--- src/rtl/fir_sample_source.sv ---
// Host-loaded sample FIFO that paces samples out to a FIR filter's X_input
// at a programmable rate, with sticky underrun/overflow status.
module fir_sample_source #(
  parameter int DATA_W = 16,
  parameter int DEPTH  = 16,
  parameter int DIV_W  = 16
) (
  input  logic                   Clk,
  input  logic                   Rst_n,
  input  logic                   Wr_en,
  input  logic [DATA_W-1:0]      Wr_data,
  input  logic                   Start,
  input  logic                   Stop,
  input  logic [DIV_W-1:0]       Rate_div,
  input  logic                   Clr_flags,
  output logic [DATA_W-1:0]      X_output,
  output logic                   X_valid,
  output logic                   Full,
  output logic [$clog2(DEPTH):0] Level,
  output logic                   Busy,
  output logic                   Underrun,
  output logic                   Overflow
);

  localparam int AW = $clog2(DEPTH);
  localparam int LW = AW + 1;

  typedef enum logic {IDLE = 1'b0, RUN = 1'b1} state_t;

  state_t            state;
  state_t            state_next;
  logic [DIV_W-1:0]  cnt;
  logic [DIV_W-1:0]  cnt_next;
  logic [1:0]        rst_sync;
  logic              active;
  logic [AW-1:0]     wr_ptr;
  logic [AW-1:0]     rd_ptr;
  logic [LW-1:0]     level;
  logic [DATA_W-1:0] mem [DEPTH];
  logic              wr_accept;
  logic              over_set;
  logic              pop;
  logic              under_set;

  // Reset asserts immediately but releases through two flops, so nothing
  // functional happens on the edges straight after Rst_n rises.
  always_ff @(posedge Clk or negedge Rst_n) begin
    if (!Rst_n) rst_sync <= 2'b00;
    else        rst_sync <= {rst_sync[0], 1'b1};
  end

  assign active = rst_sync[1];
  assign Full   = (level == LW'(DEPTH));
  assign Level  = level;
  assign Busy   = (state == RUN);

  always_ff @(posedge Clk or negedge Rst_n) begin
    if (!Rst_n) begin
      state <= IDLE;
      cnt   <= '0;
    end else begin
      state <= state_next;
      cnt   <= cnt_next;
    end
  end

  // Stop has priority over both Start and a pending tick; a tick with an
  // empty FIFO only raises Underrun and keeps streaming.
  always_comb begin
    state_next = state;
    cnt_next   = cnt;
    pop        = 1'b0;
    under_set  = 1'b0;
    wr_accept  = active && Wr_en && !Full;
    over_set   = active && Wr_en && Full;
    if (active) begin
      case (state)
        IDLE: begin
          if (Start && !Stop) begin
            state_next = RUN;
            cnt_next   = Rate_div;
          end
        end
        RUN: begin
          if (Stop) begin
            state_next = IDLE;
          end else if (cnt == '0) begin
            cnt_next  = Rate_div;
            pop       = (level != '0);
            under_set = (level == '0);
          end else begin
            cnt_next = cnt - DIV_W'(1);
          end
        end
        default: state_next = IDLE;
      endcase
    end
  end

  always_ff @(posedge Clk or negedge Rst_n) begin
    if (!Rst_n) begin
      wr_ptr <= '0;
      rd_ptr <= '0;
      level  <= '0;
    end else begin
      if (wr_accept) wr_ptr <= wr_ptr + AW'(1);
      if (pop)       rd_ptr <= rd_ptr + AW'(1);
      level <= level + LW'(wr_accept) - LW'(pop);
    end
  end

  always_ff @(posedge Clk) begin
    if (wr_accept) mem[wr_ptr] <= Wr_data;
  end

  always_ff @(posedge Clk or negedge Rst_n) begin
    if (!Rst_n) begin
      X_output <= '0;
      X_valid  <= 1'b0;
    end else begin
      X_valid <= pop;
      if (pop) X_output <= mem[rd_ptr];
    end
  end

  // A setting event in the same cycle as Clr_flags leaves the flag set.
  always_ff @(posedge Clk or negedge Rst_n) begin
    if (!Rst_n) begin
      Underrun <= 1'b0;
      Overflow <= 1'b0;
    end else begin
      if (under_set)      Underrun <= 1'b1;
      else if (Clr_flags) Underrun <= 1'b0;
      if (over_set)       Overflow <= 1'b1;
      else if (Clr_flags) Overflow <= 1'b0;
    end
  end

endmodule

--- config.mk ---
export PLATFORM = sky130hd
export DESIGN_NAME = fir_sample_source
export DESIGN_NICKNAME = d
export VERILOG_FILES = /design/src/rtl/fir_sample_source.sv
export SDC_FILE = /design/constraint.sdc
export NUM_CORES = 1
export LEC_CHECK = 0
export BUFFER_PORTS_ARGS = -buffer_cell sky130_fd_sc_hd__buf_2
export CAP_MARGIN = 20
export CORE_ASPECT_RATIO = 1.75
export CORE_UTILIZATION = 40
export DETAILED_ROUTE_END_ITERATION = 10
export HOLD_SLACK_MARGIN = 0.08
export SYNTH_ARGS = -nofsm -noshare
export SYNTH_HDL_FRONTEND = slang
export SYNTH_SLANG_ARGS = --single-unit
--- constraint.sdc ---
create_clock -name Clk -period 4.67 [get_ports Clk]
set_input_delay 0.2335 -clock Clk [delete_from_list [all_inputs] [get_ports Clk]]
set_output_delay 0.2335 -clock Clk [all_outputs]
set_load 0.005 [all_outputs]
==> results by group, run 1 <==
Logic synthesis
  – Largest family of logic cells by synthesized area: multiplexers
  – Mux share of post-synthesis cell area: 0.145
  – Dominant synthesized flop cell: edfxtp_1
  – Post-synthesis async set-or-reset flop share: 0.166
  – Post-synthesis adder-cell area fraction: 0.0148
  – Post-synth EDFFs: 256
  – Seq cells post-synth: ~310
  – Post-synthesis sequential area ratio: 0.726
  – Synth Area per Inst: between 15 and 20 µm²
  – Cell area after synthesis: about 12000 µm²
  – Synth Area in XOR/XNOR: 0.00710
  – Synth warn: 0
  – Simple-gate area share of the yosys netlist: 0.0411
  – Yosys cell types: between 50 and 60
  – Post-synthesis compound-gate area fraction: 0.0471
  – Synthesized net count: between 700 and 800
  – Syn Inst Count: 664

Route
  – Uppermost layer routed: met4
  – Routed met3 length: about 1200 µm
  – DR vias/cell: about 5.5
  – 1st-iter DRT viols: between 400 and 500
  – Met2 routed WL: between 15000 and 20000 µm
  – Total iterations of the first detailed-routing run: 6
  – Post-DR wirelength/cell: 22.8 µm
  – Final WL: between 20000 and 30000 µm
  – Number of vias in the routed layout: 6591
  – Remaining DRCs: 0
  – DRT met1 WL: ~9800 µm
  – Detail Route Antenna Nets: 0

Floorplanning
  – Die Width: 135 µm
  – # rows: 84
  – Io pins: 64
  – Core Area: between 30000 and 40000 µm²
  – DIE HEIGHT: 234 µm
  – Die Area: around 32000 µm²
  – Initial Utilization: 0.409

Power and ir drop
  – PwrDens: about 420 nW/µm²
  – Leak pwr: about 4.9 nW
  – Psw: approximately 0.0015 W
  – Switching share of power: 0.241
  – Cell-internal power: 0.00462 W
  – Power share of the sequential group: 0.544
  – Comb pwr share: 0.099
  – Worst vdd ir: around 0.31 mV
  – Clock power share: 0.357

Global route
  – GRT Overall Usage: 0.177
  – Initial antenna violation count: 0
  – Pin count of the biggest net entering global routing: between 50 and 60
  – Number of global-route vias before repair: about 7000
  – GRT Residual Overflow: 0
  – First-pass GRT wire length: roughly 40000 µm

STA
  – Hold Fails Final Rpt: 0
  – RSZ-0062 raised after global routing: false
  – Fin. max-slew vios: 0
  – Clock skew: ~0.028 ns
  – Worst Tran Pin Value: 0.946 ns
  – Setup tns final: 0 ns
  – Final setup viols: 0
  – Final clock period utilization by the worst path: 0.729
  – Relative slew slack: 0.366
  – Crit path time final: around 3.4 ns
  – Hold_ws: 0.105 ns
  – Max frequency: approximately 300 MHz

Layout
  – Core Util, Final: 0.478
  – Fillers: 2472
  – Area delta synth->final: 16.8%
  – Layout cells sized above 1: 0.273
  – N_diodes: 0
  – Non-Filler Instances: ~1200
  – Final nets: between 800 and 900

Critical path
  – Crit path launch type: flip-flop
  – Worst path bufs/invs: 3
  – Critical Path Sink Type: flip-flop
  – CP top delay family: simple AND/OR/NAND/NOR gates
  – Reg2reg path depth: 13
  – Slowest stage delay, CP: 0.61 ns
  – CP Class: reg -> reg
  – CP cell instances: nor4_2 -> nand4b_1 -> nor3_1 -> ha_1 -> inv_1 -> ha_1 -> inv_1 -> fa_1 -> inv_1 -> a21oi_1 -> nor2_1 -> nor2_1 -> xnor2_1
  – Crit-path most repeated cell: inv_1
  – Crit path arrival time: 3.83 ns
  – Critical path depth: 13
  – CP max stage cell: nor3_1
  – Crit-path max FO: 6
  – CP Data Required Time: between 5 and 6 ns

Place
  – HPWL after DPL: 16900 µm
  – Post-Place Cells: roughly 1100
  – PortBufs: 63
  – Gp weighted congestion: about 0.82

Clock tree
  – Post_cts resized: 0
  – CTS sink cnt: 307
  – Clock latency on the worst-skew pair: about 0.57 ns
  – CTS Buf Count: 28
  – H-tree depth: 1
  – Root Buffer: clkbuf_16
  – CTS tree: yes
  – Clock-pin slew on the worst setup and hold paths: around 0.070 ns
  – Clk buf depth: 3

Hold path
  – Hold crit path type: in -> reg
  – Hold Path Cell Cnt: 1

Run status
  – Status: finished clean

Run
  – Number of max-cap violations: 0
power groups by stage:
stage          Combinational (W)  Clock (W)  Sequential (W)
2_1_floorplan           0.000378          0         0.00331
3_3_place_gp            0.000554          0         0.00335
3_5_place_dp            0.000584          0         0.00337
4_1_cts                 0.000610    0.00223         0.00331
5_1_grt                 0.000663    0.00233         0.00333
6_report                0.000599    0.00217         0.00331
stage by stage:
| stage | power (W) | cell area, µm² | setup WS [ns] |
|---|---|---|---|
| after floorplan | 0.00369 | 12300 | 1.76 |
| after global placement | 0.00390 | 13200 | 1.41 |
| after detailed placement | 0.00395 | 13200 | 1.33 |
| after CTS | 0.00615 | 14400 | 1.29 |
| after global routing | 0.00632 | 14400 | 1.06 |
| final | 0.00608 | 14400 | 1.27 |
cell usage after synthesis (2+ instances only):
library cell  number  area [µm²]
edfxtp_1         256        7690
nand4_1            8        50.1
inv_1             21        78.8
nor4_4             2        42.5
mux2_2            10         113
clkbuf_1          17        63.8
o21ai_1            9        45.0
dfrtp_1           51        1280
buf_1              5        18.8
and3_1             3        18.8
nand2_1           25        93.8
xnor2_1            9        78.8
mux2i_1           23         230
o21a_1             3        22.5
nor3_1             8        40.0
a21oi_1           14        70.1
nor2_1            21        78.8
nand2b_1           4        25.0
a41oi_1            2        17.5
a22oi_1           13        97.6
a2bb2oi_1         10        87.6
nor4_2             2        25.0
nor2b_1            2        12.5
a31oi_1            5        31.3
nor4_1             3        18.8
o22a_1             5        43.8
ha_1              13         163
o311ai_0           2        17.5
buf_2              9        45.0
o21ai_0           21         105
nand3_1            5        25.0
mux4_2            64        1440
cell type report:
cell class / instances / area [µm²] / share of cell area
clock buffers: 37 / 754 / 0.0523
clock inverters: 14 / 115 / 0.00799
inverters: 21 / 78.8 / 0.00547
multi-input cells: 303 / 3170 / 0.220
flip-flops and latches: 307 / 8970 / 0.622
well taps: 387 / 484 / 0.0336
repair buffers: 120 / 843 / 0.0585
what timing repair did:
action	4_1_cts	5_1_grt
hold buffers	30	0
endpoints found under the hold margin	272	0
setup buffers	0	0
placed cells by master (no fill, tap or decap), types with 13 or more instances in the layout:
cell type	instances
clkbuf_16	28
buf_4	25
mux4_2	64
o21ai_0	20
a21oi_1	14
edfxtp_1	256
dfrtp_1	48
nand2_1	25
buf_2	63
inv_1	21
nor2_1	21
mux2i_1	23
dlygate4sd3_1	30
a22oi_1	13
ha_1	13
per-layer routing:
metal	vias to the layer above	track usage
met3	55	0.0236
met4	0	0.0643
li1	2909	-
met1	3408	0.191
met2	219	0.345
met5	-	0
path summary, 6_finish.rpt:
path | startpoint | end | slack (ns)
worst max-delay path | cnt[3]$_DFFE_PN0P_ | Level[4]$_DFF_PN0_ | 1.27
worst min-delay path | Wr_data[10] | mem[9][10]$_DFFE_PP_ | 0.11
worst max register to register | cnt[3]$_DFFE_PN0P_ | Level[4]$_DFF_PN0_ | 1.27
worst min register to register | rst_sync[0]$_DFF_PN0_ | rst_sync[1]$_DFF_PN0_ | 0.36
max in group asynchronous | Rst_n | rd_ptr[1]$_DFFE_PN0P_ | 3.74
min in group asynchronous | Rst_n | X_output[4]$_DFFE_PN0P_ | 0.34
worst reg2reg max path, delay by kind of cell, from the launching register on:
kind	cells	cell delay, ns
buffers and inverters	3	0.19
XOR/XNOR	1	0.11
AO/OA/AOI/OAI	1	0.06
flip-flops	1	0.43
AND/OR/NAND/NOR	5	1.55
adder cells (fa/ha/maj)	3	0.90
sequential cells by signal, indices dropped and copies added, names as in the netlist:
register / count
mem: 256
X_valid: 1
wr_ptr: 4
Overflow: 1
rd_ptr: 4
cnt: 16
Underrun: 1
rst_sync: 2
Busy: 1
X_output: 16
Level: 5
cells by family (layout without fill, tap and decap cells):
family,after synthesis,in the layout
flip-flops,307,307
AO/OA/AOI/OAI,89,89
multiplexers,97,97
adder cells (fa/ha/maj),14,14
other,1,1
XOR/XNOR,10,10
AND/OR/NAND/NOR,92,92
buffers and inverters,54,192
No activity file was read; power rests on OpenSTA's default activity.
==> run 2, diff against run 1 <==
==> constraint.sdc (replaced) <==
create_clock -name Clk -period 3.2 [get_ports Clk]
set_input_delay 0.16 -clock Clk [delete_from_list [all_inputs] [get_ports Clk]]
set_output_delay 0.16 -clock Clk [all_outputs]
set_load 0.005 [all_outputs]
==> results by group, run 2 (same netlist as run 1, synthesis figures left out) <==
Layout
  – Biggest register: mem
  – Layout cells sized above 1: 0.288 (+0.0149)
  – Commonest non-fill, non-tap cell in the layout: edfxtp_1
  – Final instance area: 14800 µm² (+2.6%)
  – Largest regs: mem x256, X_output x16, cnt x16
  – Max reg flops: 256 (unchanged)
  – Most frequent cells in the layout: edfxtp_1 (256), mux4_2 (64), buf_2 (63), dfrtp_1 (48), dlygate4sd3_1 (37)
  – N_diodes: 0 (unchanged)
  – Final nets: 853 (+2.4%)
  – Area delta synth->final: 19.8%

Power and ir drop
  – Power share of the sequential group: 0.521 (-0.023)
  – Comb pwr share: 0.100 (about the same)
  – PwrDens: 626 nW/µm² (+48%)
  – Worst vdd ir: 0.462 mV (+47%)
  – Cell-internal power: 0.00705 W (+53%)
  – Leak pwr: 5.03 nW (+3.5%)
  – Psw: 0.00221 W (+51%)
  – Switching share of power: 0.239 (-0.00221)
  – Clock power share: 0.379 (+0.022)

Route
  – Remaining DRCs: 0 (unchanged)
  – DR vias/cell: 5.43 (-2.1%)
  – Detail Route Antenna Nets: 0 (unchanged)
  – Number of vias in the routed layout: 6569 (-0.33%)
  – Post-DR wirelength/cell: 22.4 µm (-1.8%)
  – Total iterations of the first detailed-routing run: 4 (-2)
  – Final WL: 27100 µm (about the same)
  – 1st-iter DRT viols: 374 (-8.6%)

Global route
  – GRT Overall Usage: 0.177 (-0.000368)
  – Number of global-route vias before repair: 7015 (+0.49%)
  – Pin count of the biggest net entering global routing: 46 (-12%)
  – First-pass GRT wire length: 41200 µm (+0.93%)
  – Initial antenna violation count: 0 (unchanged)
  – GRT Residual Overflow: 0 (unchanged)

Critical path
  – Crit path arrival time: 3.38 ns (-0.45 ns)
  – Worst path bufs/invs: 4 (+1)
  – CP top delay family: adder cells
  – CP cell instances: inv_1 -> ha_1 -> or4b_2 -> nand2_1 -> nor3_1 -> ha_1 -> inv_1 -> ha_1 -> inv_1 -> fa_1 -> inv_1 -> a21oi_1 -> nor2_1 -> nor2_1 -> xnor2_1
  – R2r endpoint: Level[4]$_DFF_PN0_
  – Crit path launch type: flip-flop
  – Crit path from: Level[3]$_DFF_PN0_
  – CP Data Required Time: 3.63 ns (-1.47 ns)
  – CP Class: reg -> reg
  – Reg2reg path depth: 15 (+2)
  – Crit-path most repeated cell: inv_1
  – Slowest stage delay, CP: 0.63 ns (+0.02 ns)
  – Launch point of the worst reg-to-reg path: Level[3]$_DFF_PN0_
  – Critical Path Sink Type: flip-flop
  – CP max stage cell: or4b_2
  – Reg-to-reg slack, setup: 0.25 ns (-1.01 ns)
  – Crit-path max FO: 3 (-3)

Place
  – Gp weighted congestion: 0.805 (-1.4%)
  – PortBufs: 63 (unchanged)
  – HPWL after DPL: 17000 µm (+0.34%)
  – Worst slack, placed: 0.241 ns (-1.09 ns)
  – Placed cell areas: 13400 µm² (+1.7%)

Floorplanning
  – Initial Utilization: 0.409 (unchanged)
  – Die Width: 135 µm (unchanged)
  – DIE HEIGHT: 234 µm (unchanged)
  – Core Area: 30200 µm² (unchanged)
  – Die Area: 31600 µm² (unchanged)
  – Io pins: 64 (unchanged)
  – # rows: 84 (unchanged)

STA
  – RSZ-0062 raised after global routing: false
  – Setup tns final: 0 ns (unchanged)
  – Final WS setup: 0.253 ns (-1.01 ns)
  – Fin. max-slew vios: 0 (unchanged)
  – Relative slew slack: 0.382 (+0.0161)
  – Final setup viols: 0 (unchanged)
  – Clock skew: 0.0138 ns (-0.0142 ns)
  – Crit path time final: 2.95 ns (-0.456 ns)
  – Final clock period utilization by the worst path: 0.921 (+0.192)
  – Worst Tran Pin Value: 0.927 ns (-0.0191 ns)
  – Max frequency: 339 MHz (+15%)
  – Hold Fails Final Rpt: 0 (unchanged)

Clock tree
  – Clk buf depth: 3 (unchanged)
  – Clock latency on the worst-skew pair: 0.55 ns (-0.02 ns)
  – CTS tree: yes
  – H-tree depth: 1 (unchanged)
  – Root Buffer: clkbuf_16
  – CTS sink cnt: 307 (unchanged)
  – CTS Buf Count: 28 (unchanged)
  – Clock-pin slew on the worst setup and hold paths: 0.07 ns (about the same)

Hold path
  – Worst Hold End: wr_ptr[1]$_DFFE_PN0P_
  – Hold crit path type: in -> reg
  – Hold Crit Start: Wr_en
  – Hold Path Cell Cnt: 6 (+5)

Run
  – Number of max-cap violations: 0 (unchanged)

Run status
  – Status: finished clean
-- run 2: cell types whose count changed in the layout (fill, tap and decap cells not counted), sizes merged --
cell	delta
clkinvlp	+1
bufinv	+2
clkinv	-4
dlygate4sd3	+7
clkbuf	+2
buf	+13
-- run 2: how the worst max path moves through the flow --
stage,end,cells after the start,slack (ns)
after floorplan,mem[3][0]$_DFFE_PP_,6,0.29
after global placement,Level[4]$_DFF_PN0_,13,0.25
after detailed placement,Level[4]$_DFF_PN0_,13,0.24
after CTS,Level[4]$_DFF_PN0_,13,0.22
after global routing,Level[4]$_DFF_PN0_,15,0.04
final,Level[4]$_DFF_PN0_,15,0.25
-- run 2: layout make-up --
| type | count | area (µm²) |
|---|---|---|
| Inverter | 21 | 78.8 |
| Multi-Input combinational cell | 303 | 3180 |
| Timing Repair Buffer | 140 | 1100 |
| Tap cell | 387 | 484 |
| Clock buffer | 39 | 813 |
| Sequential cell | 307 | 8970 |
| Fill cell | 2451 | 15400 |
| Clock inverter | 13 | 169 |
-- run 2: what timing repair did --
| action | CTS | global route |
|---|---|---|
| buffers inserted | 0 | 0 |
| endpoints found under the setup margin | 0 | 1 |
| gates resized for setup | 0 | 1 |
| hold endpoints to repair | 307 | 1 |
| hold buffers | 36 | 1 |
-- run 2: power groups by stage --
stage,Sequential (W),Clock [W],Combinational [W]
5_1_grt,0.00485,0.00374,0.00102
3_5_place_dp,0.00491,0,0.000895
2_1_floorplan,0.00484,0,0.000551
4_1_cts,0.00482,0.00360,0.000933
6_report,0.00483,0.00351,0.000924
3_3_place_gp,0.00487,0,0.000837
-- run 2: worst min-delay path: cells and delay by family --
kind	cells	cell delay [ns]
and+or+nand+nor	3	0.17
buffers and inverters	2	0.28
AOI/OAI and AO/OA	1	0.08
-- run 2: metrics by stage --
stage | total power [W] | hold slack, ns | cells | utilization
6_report | 0.00927 | 0.190 | 1210 | 0.490
3_5_place_dp | 0.00580 | 0.340 | 1121 | 0.445
4_1_cts | 0.00935 | 0.0925 | 1209 | 0.490
2_1_floorplan | 0.00539 | -0.136 | 664 | -
5_1_grt | 0.00962 | 0.182 | 1210 | 0.490
3_3_place_gp | 0.00571 | 0.334 | 1121 | 0.445
-- run 2: routing by layer --
metal	up-vias	routed length, µm	track usage
li1	2938	-	-
met1	3392	10300	0.206
met2	193	14900	0.326
met3	46	1260	0.0264
met4	0	685	0.0629
met5	-	0	0
